===== config.mk =====
export PLATFORM = sky130hd
export DESIGN_NAME = store_rmw_ctrl_flat
export DESIGN_NICKNAME = d
export VERILOG_FILES = /design/src/rtl/store_rmw_ctrl_pkg.sv /design/src/rtl/store_rmw_ctrl_if.sv /design/src/rtl/store_rmw_ctrl_merge.sv /design/src/rtl/store_rmw_ctrl.sv /design/src/flat_wrapper.sv
export SDC_FILE = /design/constraint.sdc
export NUM_CORES = 1
export LEC_CHECK = 0
export ABC_AREA = 1
export CAP_MARGIN = 20
export CORE_MARGIN = 2
export CORE_UTILIZATION = 28
export DETAILED_ROUTE_END_ITERATION = 6
export MAX_ROUTING_LAYER = met4
export SYNTH_ARGS = -nofsm -noshare
export SYNTH_HDL_FRONTEND = slang
export SYNTH_SLANG_ARGS = --single-unit

===== constraint.sdc =====
create_clock -name clk -period 2 [get_ports clk]
set_clock_uncertainty 0.05 [all_clocks]
set_input_delay 0.4 -clock clk [delete_from_list [all_inputs] [get_ports clk]]
set_output_delay 0.4 -clock clk [all_outputs]
set_load 0.01 [all_outputs]

===== src/rtl/store_rmw_ctrl_pkg.sv =====
// Shared types for the store read-modify-write controller: op encodings,
// FSM state enum, default memory timeout and the misalignment predicate.
package store_ctrl_pkg;

    localparam logic [1:0] STOREOP_SB = 2'b00;
    localparam logic [1:0] STOREOP_SH = 2'b01;
    localparam logic [1:0] STOREOP_SW = 2'b10;

    localparam int DEFAULT_TIMEOUT_CYCLES = 16;

    typedef enum logic [1:0] {
        IDLE = 2'd0,
        RD   = 2'd1,
        WR   = 2'd2,
        RESP = 2'd3
    } state_e;

    // Op 11 behaves as a word store, so it shares the word alignment rule.
    function automatic logic is_misaligned(input logic [1:0] op, input logic [1:0] lane);
        if (op == STOREOP_SB) return 1'b0;
        if (op == STOREOP_SH) return lane[0];
        return lane != 2'b00;
    endfunction

endpackage


===== src/rtl/store_rmw_ctrl_if.sv =====
// Core store request channel and word-wide data memory port.
// Request: a store transfers when st_valid & st_ready are both high on a rising
// edge; the requester holds valid and payload stable until then. Memory: a phase
// completes on the edge where mem_req & mem_ack are both high; mem_ack is ignored
// while mem_req is low.
interface store_req_if;
    logic        st_valid;
    logic        st_ready;
    logic [31:0] st_addr;
    logic [31:0] st_data;
    logic [1:0]  st_op;
    logic        done;
    logic        err;

    modport master (output st_valid, st_addr, st_data, st_op,
                    input  st_ready, done, err);
    modport slave  (input  st_valid, st_addr, st_data, st_op,
                    output st_ready, done, err);
endinterface

interface mem_port_if;
    logic        mem_req;
    logic        mem_we;
    logic [29:0] mem_addr;
    logic [31:0] mem_wdata;
    logic [31:0] mem_rdata;
    logic        mem_ack;

    modport master (output mem_req, mem_we, mem_addr, mem_wdata,
                    input  mem_rdata, mem_ack);
    modport slave  (input  mem_req, mem_we, mem_addr, mem_wdata,
                    output mem_rdata, mem_ack);
endinterface


===== src/rtl/store_rmw_ctrl_merge.sv =====
// Combinational lane merge: overlays the new byte/halfword onto the old word.
module store_merge
    import store_ctrl_pkg::*;
(
    input  logic [31:0] old_word,
    input  logic [31:0] new_data,
    input  logic [1:0]  lane,
    input  logic [1:0]  op,
    output logic [31:0] merged
);

    always_comb begin
        merged = old_word;
        case (op)
            STOREOP_SB: begin
                case (lane)
                    2'd0:    merged[7:0]   = new_data[7:0];
                    2'd1:    merged[15:8]  = new_data[7:0];
                    2'd2:    merged[23:16] = new_data[7:0];
                    default: merged[31:24] = new_data[7:0];
                endcase
            end
            STOREOP_SH: begin
                if (lane[1]) merged[31:16] = new_data[15:0];
                else         merged[15:0]  = new_data[15:0];
            end
            default: merged = new_data;
        endcase
    end

endmodule


===== src/rtl/store_rmw_ctrl.sv =====
// Store sequencer: word stores write directly, sub-word stores read-merge-write.
// Optional STORE_MISALIGN_TRAP_EN rejects misaligned SH/SW with err, no memory phase.
module store_rmw_ctrl
    import store_ctrl_pkg::*;
#(
    parameter int TIMEOUT_CYCLES = DEFAULT_TIMEOUT_CYCLES
) (
    input  logic       clk,
    input  logic       rst_n,
    store_req_if.slave st,
    mem_port_if.master mem,
    output state_e     dbg_state
);

    localparam int CW = (TIMEOUT_CYCLES < 2) ? 1 : $clog2(TIMEOUT_CYCLES);
    localparam logic [CW-1:0] CNT_LAST = CW'(TIMEOUT_CYCLES - 1);

    state_e        state_q, state_d;
    logic          err_d;
    logic [CW-1:0] cnt_q;
    logic          accept, trap, phase_timeout;
    logic [31:0]   addr_q, data_q, wdata_q, merged;
    logic [1:0]    op_q;
    logic          ready_q, done_q, err_q, req_q, we_q;

    assign accept = st.st_valid & ready_q;

`ifdef STORE_MISALIGN_TRAP_EN
    assign trap = is_misaligned(st.st_op, st.st_addr[1:0]);
`else
    assign trap = 1'b0;
`endif

    // Counter holds the wait cycles already spent; the last allowed one aborts.
    assign phase_timeout = (TIMEOUT_CYCLES != 0) && (cnt_q == CNT_LAST);

    always_comb begin
        state_d = state_q;
        err_d   = 1'b0;
        case (state_q)
            IDLE: begin
                if (accept) begin
                    if (trap) begin
                        state_d = RESP;
                        err_d   = 1'b1;
                    end else begin
                        state_d = st.st_op[1] ? WR : RD;
                    end
                end
            end
            RD, WR: begin
                if (mem.mem_ack) begin
                    state_d = (state_q == RD) ? WR : RESP;
                end else if (phase_timeout) begin
                    state_d = RESP;
                    err_d   = 1'b1;
                end
            end
            default: state_d = IDLE;
        endcase
    end

    store_merge u_merge (
        .old_word (mem.mem_rdata),
        .new_data (data_q),
        .lane     (addr_q[1:0]),
        .op       (op_q),
        .merged   (merged)
    );

    always_ff @(posedge clk or negedge rst_n) begin
        if (!rst_n) begin
            state_q <= IDLE;
            ready_q <= 1'b1;
            done_q  <= 1'b0;
            err_q   <= 1'b0;
            req_q   <= 1'b0;
            we_q    <= 1'b0;
            cnt_q   <= '0;
            addr_q  <= '0;
            data_q  <= '0;
            op_q    <= STOREOP_SB;
            wdata_q <= '0;
        end else begin
            state_q <= state_d;
            ready_q <= (state_d == IDLE);
            req_q   <= (state_d == RD) || (state_d == WR);
            we_q    <= (state_d == WR);
            done_q  <= (state_d == RESP);
            err_q   <= err_d;
            if (state_d != state_q)
                cnt_q <= '0;
            else if (req_q && !mem.mem_ack && (TIMEOUT_CYCLES != 0))
                cnt_q <= cnt_q + CW'(1);
            if (accept) begin
                addr_q  <= st.st_addr;
                data_q  <= st.st_data;
                op_q    <= st.st_op;
                wdata_q <= st.st_data;
            end
            // Read data is merged straight into the write register on the read ack.
            if ((state_q == RD) && mem.mem_ack)
                wdata_q <= merged;
        end
    end

    assign st.st_ready    = ready_q;
    assign st.done        = done_q;
    assign st.err         = err_q;
    assign mem.mem_req    = req_q;
    assign mem.mem_we     = we_q;
    assign mem.mem_addr   = addr_q[31:2];
    assign mem.mem_wdata  = wdata_q;
    assign dbg_state      = state_q;

endmodule


===== src/flat_wrapper.sv =====
// flat-port wrapper written by rule: the top's interface ports become plain ports
module store_rmw_ctrl_flat import store_ctrl_pkg::*;
#(
    parameter int TIMEOUT_CYCLES = DEFAULT_TIMEOUT_CYCLES
)
  (clk, rst_n, dbg_state, st_st_valid, st_st_addr, st_st_data, st_st_op, st_st_ready, st_done, st_err, mem_mem_req, mem_mem_we, mem_mem_addr, mem_mem_wdata, mem_mem_rdata, mem_mem_ack);
  store_req_if st_i ();
  mem_port_if mem_i ();
  input  logic clk;
  input  logic rst_n;
  output state_e dbg_state;
  input wire logic [$bits(st_i.st_valid)-1:0] st_st_valid;
  input wire logic [$bits(st_i.st_addr)-1:0] st_st_addr;
  input wire logic [$bits(st_i.st_data)-1:0] st_st_data;
  input wire logic [$bits(st_i.st_op)-1:0] st_st_op;
  output wire logic [$bits(st_i.st_ready)-1:0] st_st_ready;
  output wire logic [$bits(st_i.done)-1:0] st_done;
  output wire logic [$bits(st_i.err)-1:0] st_err;
  output wire logic [$bits(mem_i.mem_req)-1:0] mem_mem_req;
  output wire logic [$bits(mem_i.mem_we)-1:0] mem_mem_we;
  output wire logic [$bits(mem_i.mem_addr)-1:0] mem_mem_addr;
  output wire logic [$bits(mem_i.mem_wdata)-1:0] mem_mem_wdata;
  input wire logic [$bits(mem_i.mem_rdata)-1:0] mem_mem_rdata;
  input wire logic [$bits(mem_i.mem_ack)-1:0] mem_mem_ack;
  assign st_i.st_valid = st_st_valid;
  assign st_i.st_addr = st_st_addr;
  assign st_i.st_data = st_st_data;
  assign st_i.st_op = st_st_op;
  assign st_st_ready = st_i.st_ready;
  assign st_done = st_i.done;
  assign st_err = st_i.err;
  assign mem_mem_req = mem_i.mem_req;
  assign mem_mem_we = mem_i.mem_we;
  assign mem_mem_addr = mem_i.mem_addr;
  assign mem_mem_wdata = mem_i.mem_wdata;
  assign mem_i.mem_rdata = mem_mem_rdata;
  assign mem_i.mem_ack = mem_mem_ack;
  store_rmw_ctrl #(.TIMEOUT_CYCLES(TIMEOUT_CYCLES)) u_core (.clk(clk), .rst_n(rst_n), .st(st_i), .mem(mem_i), .dbg_state(dbg_state));
endmodule

After elaboration in Yosys (flattened, before gate mapping)
Index checks and enable logic that the tools add are counted.
{ "op_classes": {"add_sub_neg": 1, "n_mul": 0, "div": 0, "n_lt_le_gt_ge": 0, "eq_ne": 10, "n_shift": 0, "n_mux": 20, "n_bitwise": 1, "reduce_logical": 12} }
{ "op_table": {"columns": ["operator", "count"], "rows": [
  ["$mux 32", 2],
  ["$pmux 32 s2", 1],
  ["$mux 16", 2],
  ["$mux 8", 4],
  ["$eq 2x1->1 const B", 4],
  ["$eq 2x2->1 const B", 4],
  ["$logic_not 2->1", 4],
  ["$mux 2", 4],
  ["$mux 4", 2],
  ["$add 4x1->4 const B", 1],
  ["$eq 4x4->1 const B", 1],
  ["$mux 1", 4],
  ["$pmux 2 s2", 1],
  ["$reduce_bool 2->1", 2],
  ["$reduce_or 3->1", 1],
  ["$logic_and 1x1->1", 2],
  ["$ne 2x2->1", 1],
  ["$reduce_or 2->1", 1],
  ["$and 1x1->1", 1],
  ["$logic_not 1->1", 1],
  ["$logic_or 1x1->1", 1]
]} }
{ "word_totals": {"ff_bits": 109, "latchBits": 0, "mem_bits_rw": 0, "mem_bits_ro": 0, "in_bits": 102, "output_inout_bits": 69, "wordCells": 55, "mem_count": 0} }

Depth between registers and ports, before layout
{ "logic_depth": {"word_depth": 6, "mapped_depth": 11, "mapped_depth_nobuf": 11} }

Modules after synthesis
A second synthesis with hierarchy kept.
{ "hier_totals": {"hier_cells": 851, "hier_area_um2": 6082.1} }
{ "modules_own_cells": {"columns": ["module", "instances", "cells_each", "area_each_um2"], "rows": [
  ["store_rmw_ctrl", 1, 513, 4629.4],
  ["store_merge", 1, 338, 1452.6]
]} }

Worst setup path after synthesis
No wires, ideal clock.
{ "synth_path": {"path_type": "flip-flop to flip-flop", "startpoint": "register u_core.state_q[0] (netlist: u_core.dbg_state[0])", "endpoint": "register u_core.req_q (netlist: u_core.mem.mem_req)", "arrival_time_ns": 1.463, "required_ns": 1.824, "path_slack_ns": 0.361, "path_stages_with_launch": 9, "synth_period_minus_slack_ns": 1.639, "path_cell_list": "dfrtp_1 inv_1 ha_1 inv_1 a21oi_1 nand2_1 nand2_1 nand2_1 ha_1"} }
{ "synth_via": {"elab_chain_len": 6, "word_cells_on_any_way": 12, "cone_classes": "eq/ne: 4; mux: 5; reduce/logical: 3"} }
{ "synth_lines": {"columns": ["item", "line_no", "source"], "rows": [
  ["from (decl)", "store_rmw_ctrl.sv:18", "state_e state_q, state_d;"],
  ["from (signal assigned)", "store_rmw_ctrl.sv:85", "state_q <= state_d;"],
  ["$eq 2x1->1", "store_rmw_ctrl.sv:40, store_rmw_ctrl.sv:53", null],
  ["$mux 1", "store_rmw_ctrl.sv:53", "state_d = (state_q == RD) ? WR : RESP;"],
  ["$mux 2", "store_rmw_ctrl.sv:52", "if (mem.mem_ack) begin"],
  ["$pmux 2 s2 (*)", "store_rmw_ctrl.sv:40", "case (state_q)"],
  ["$eq 2x1->1 / $eq 2x2->1 (equally long branches)", "store_rmw_ctrl.sv:87", "req_q <= (state_d == RD) || (state_d == WR);"],
  ["$logic_or 1x1->1 (*)", "store_rmw_ctrl.sv:87", null],
  ["to (signal assigned)", "store_rmw_ctrl.sv:87", null],
  ["to (decl)", "store_rmw_ctrl.sv:24", "logic ready_q, done_q, err_q, req_q, we_q;"]
]} }
Mark *: on every way between the ends. The rest lies on a longest branch, timed or not.
A chain may end at the register's enable or synchronous reset.

Worst setup path in the final report
{ "layout_path": {"startpoint": "register u_core.ready_q (netlist: u_core.st.st_ready)", "endpoint": "output st_st_ready"} }
{ "layout_rtl": {"columns": ["item", "line_no", "source"], "rows": [
  ["from (decl)", "store_rmw_ctrl.sv:24", null],
  ["from (signal assigned)", "store_rmw_ctrl.sv:86", "ready_q <= (state_d == IDLE);"],
  ["to (decl)", "flat_wrapper.sv:16", "output wire logic [$bits(st_i.st_ready)-1:0] st_st_ready;"]
]} }
No word-level cell between the ends.

==> results.json <==
{
  "cts_sinks": 109,
  "dp_hpwl_um": 13070,
  "slowest_stage": "dfstp_2",
  "boundaryPins": 171,
  "synth_edf_count": 0,
  "required_ps": 1550,
  "cts_tree": "built",
  "path_max_fanout": 3,
  "vias": 5240,
  "synth_nets": 838,
  "grt_pass1_vias": 5149,
  "total_leakage_power_nw": 3.794,
  "rsz0062_at_grt": "no",
  "final-instance-count-excl-fill": 1148,
  "clock_latency_ps": 360,
  "chipWidth_um": 146.1,
  "initial_utilization": 0.2875,
  "yosys_warnings": 0,
  "finalWirelength_um": 17430,
  "finalHoldViolations": 0,
  "hold_path.class": "reg2reg",
  "p_int_w": 0.006985,
  "worstPathCellList": "clkdlybuf4s50_1",
  "initialDrtViolationCount": 280,
  "wl_per_cell_um": 15.18,
  "fin_crit_sh": 0.9602,
  "drc": 0,
  "p_switching_w": 0.004739,
  "finalCriticalPeriod_ps": 1920,
  "outcome": "finished clean",
  "cts_buffers": 9,
  "ys_ff_latch": 109,
  "clk_pin_slew_ps": 70,
  "setup_viol": 0,
  "clockPowerShare": 0.154,
  "grt_start_max_net_pins": 45,
  "yosys.area.top_type": "dfrtp_1",
  "die_y_um": 146.1,
  "synth_cells": 729,
  "cp-start-kind": "flop",
  "seq_area_frac_synth": 0.4829,
  "fin_nets": 985,
  "yosysTopAreaCellShare": 0.4783,
  "setup_tns_ps": 0,
  "viasPerCell": 4.564,
  "critPathBufInv": 1,
  "worstMarginPinSlew_ps": 509.1,
  "antenna_found_initial": 2,
  "dr.pass1.iters": 5,
  "layout-drive-gt1-share": 0.06591,
  "synthesis.area_um2": 5650,
  "gp_congestion": 0.8577,
  "pwr-share-seq": 0.344,
  "critPathMaxStageDelay_ps": 570,
  "p_total_w": 0.01172,
  "dieArea_um2": 21330,
  "h-tree-depth": 3,
  "synthArstFlopShare": 1.000,
  "synthDistinctLibCells": 34,
  "end_kind": "output port",
  "critPathTopFamily": "flip-flops",
  "ys_top_cells_by_area": "dfrtp_1, nand2_1, o21ai_0",
  "clockRootBuffer": "clkbuf_16",
  "cap_violations": 0,
  "postCtsSetupBuffers": 0,
  "clockBufferDepth": 2,
  "ir_drop_uv": 632.2,
  "power_frac_comb": 0.501,
  "rows": 51,
  "io_buffers": 170,
  "p_sw_frac": 0.4042,
  "area_delta_synth_final_pct": 40.19,
  "dp_cells": 1129,
  "grtUsageTotal": 0.1707,
  "grt_pass1_wl_um": 28100,
  "powerDensity_nw_per_um2": 1480,
  "fmax_mhz": 520.7,
  "synth-main-ff-cell": "dfrtp_1",
  "core_um2": 19650,
  "relSlewSlack": 0.6602,
  "post-route-util": 0.4030,
  "grt_overflow_total": 0,
  "avgSynthCellArea_um2": 7.751,
  "crit_arrival_ps": 1470,
  "ant_nets": 0,
  "criticalPathCategory": "reg2out",
  "maxSlewViolCount": 0
}
==> what timing repair did <==
| action | in CTS | in global routing |
|---|---|---|
| setup endpoints to repair | 0 | 4 |
| hold buffers | 1 | 0 |
| endpoints found under the hold margin | 26 | 0 |
| resized for setup | 0 | 1 |
==> layout by cell type (no fill, tap or decap), types with 2 or more instances in the layout <==
cell             synthesis  final
nand2_1                273    272
clkdlybuf4s50_1          0    169
dfrtp_1                108    107
inv_1                   67     67
o21ai_0                 65     65
a21oi_1                 37     37
nand3_1                 27     27
o211ai_1                23     23
buf_4                   31     23
nor2_1                  20     20
clkbuf_16                0      9
ha_1                     7      7
buf_12                   0      7
nor3_1                   6      6
o2111ai_1                5      5
a41oi_1                  4      4
diode_2                  0      3
inv_2                    2      3
nand2_4                  1      2
xor2_1                   2      2
clkinv_1                 3      2
nor2_4                   2      2
a31oi_1                  2      2
clkinv_2                 0      2
==> final cells by class <==
class | instances | area [µm²]
clock inverters | 4 | 48.80
flip-flops and latches | 109 | 2730
well taps | 265 | 331.6
clock buffers | 11 | 242.7
diodes | 3 | 7.507
repair buffers | 200 | 2014
fillers | 2085 | 11730
multi-input cells | 484 | 2276
inverters | 72 | 270.3
==> flip-flops by register name, indices dropped and copies added, names as in the netlist <==
register              count
u_core.data_q            32
u_core.mem.mem_wdata     32
u_core.cnt_q              4
u_core.addr_q            32
u_core.st.err             1
u_core.op_q               2
u_core.st.st_ready        1
u_core.st.done            1
u_core.mem.mem_req        1
u_core.mem.mem_we         1
u_core.dbg_state          2
==> per-stage QoR <==
step | worst slack [ps] | hold slack, ps | instance area (µm²)
2_1_floorplan | 361.0 | 54.41 | 5650
3_3_place_gp | 95.08 | 317.1 | 7611
3_5_place_dp | 49.78 | 318.9 | 7611
4_1_cts | 62.02 | 436.0 | 7913
5_1_grt | 45.50 | 459.6 | 7919
6_report | 79.53 | 433.2 | 7921
==> per-layer routing <==
metal / global-route usage / share of wire / vias to the layer above / routed length (µm)
met5: - / 0 / - / 0
met4: 0.05777 / 0.027 / 0 / 463
met3: 0.05969 / 0.087 / 26 / 1523
met2: 0.2514 / 0.44 / 201 / 7645
met1: 0.2189 / 0.45 / 2422 / 7798
li1: - / - / 2591 / -
==> synth_stat cells, types with 2 or more instances <==
| master | n |
|---|---|
| nand2_1 | 273 |
| dfrtp_1 | 108 |
| inv_1 | 67 |
| o21ai_0 | 65 |
| a21oi_1 | 37 |
| buf_4 | 31 |
| nand3_1 | 27 |
| o211ai_1 | 23 |
| nor2_1 | 20 |
| buf_2 | 15 |
| clkbuf_1 | 15 |
| ha_1 | 7 |
| nor3_1 | 6 |
| o2111ai_1 | 5 |
| a41oi_1 | 4 |
| clkinv_1 | 3 |
| a31oi_1 | 2 |
| buf_1 | 2 |
| inv_2 | 2 |
| nor2_4 | 2 |
| xor2_1 | 2 |
==> power by group through the flow <==
stage	clock network [W]	logic (W)	registers [W]
after CTS	0.00187	0.00595	0.00404
after detailed placement	0	0.00593	0.00405
after global routing	0.00195	0.00654	0.00419
final	0.00181	0.00588	0.00404
after floorplan	0	0.00348	0.00397
after global placement	0	0.00584	0.00407
==> kinds of logic after synthesis <==
| logic type | synth area share |
|---|---|
| adder cells (fa/ha/maj) | 0.01550 |
| multiplexers | 0.001993 |
| AO/OA/AOI/OAI | 0.1413 |
| buffers and inverters | 0.1156 |
| flip-flops | 0.4830 |
| XOR/XNOR | 0.004651 |
| AND/OR/NAND/NOR | 0.2380 |
==> worst paths after layout <==
check / start / to / slack [ps] / depth (start not counted)
max in group asynchronous: rst_n / u_core.st.st_ready / 790 / 3
min in group asynchronous: rst_n / u_core.data_q[29] / 480 / 2
setup / recovery: u_core.st.st_ready / st_st_ready / 80 / 1
hold reg to reg: u_core.addr_q[28] / u_core.addr_q[28] / 430 / 2
setup reg to reg: u_core.dbg_state[0] / u_core.cnt_q[3] / 260 / 11
hold / removal: u_core.addr_q[28] / u_core.addr_q[28] / 430 / 2
Note: power is estimated with default switching activity, not from simulation.
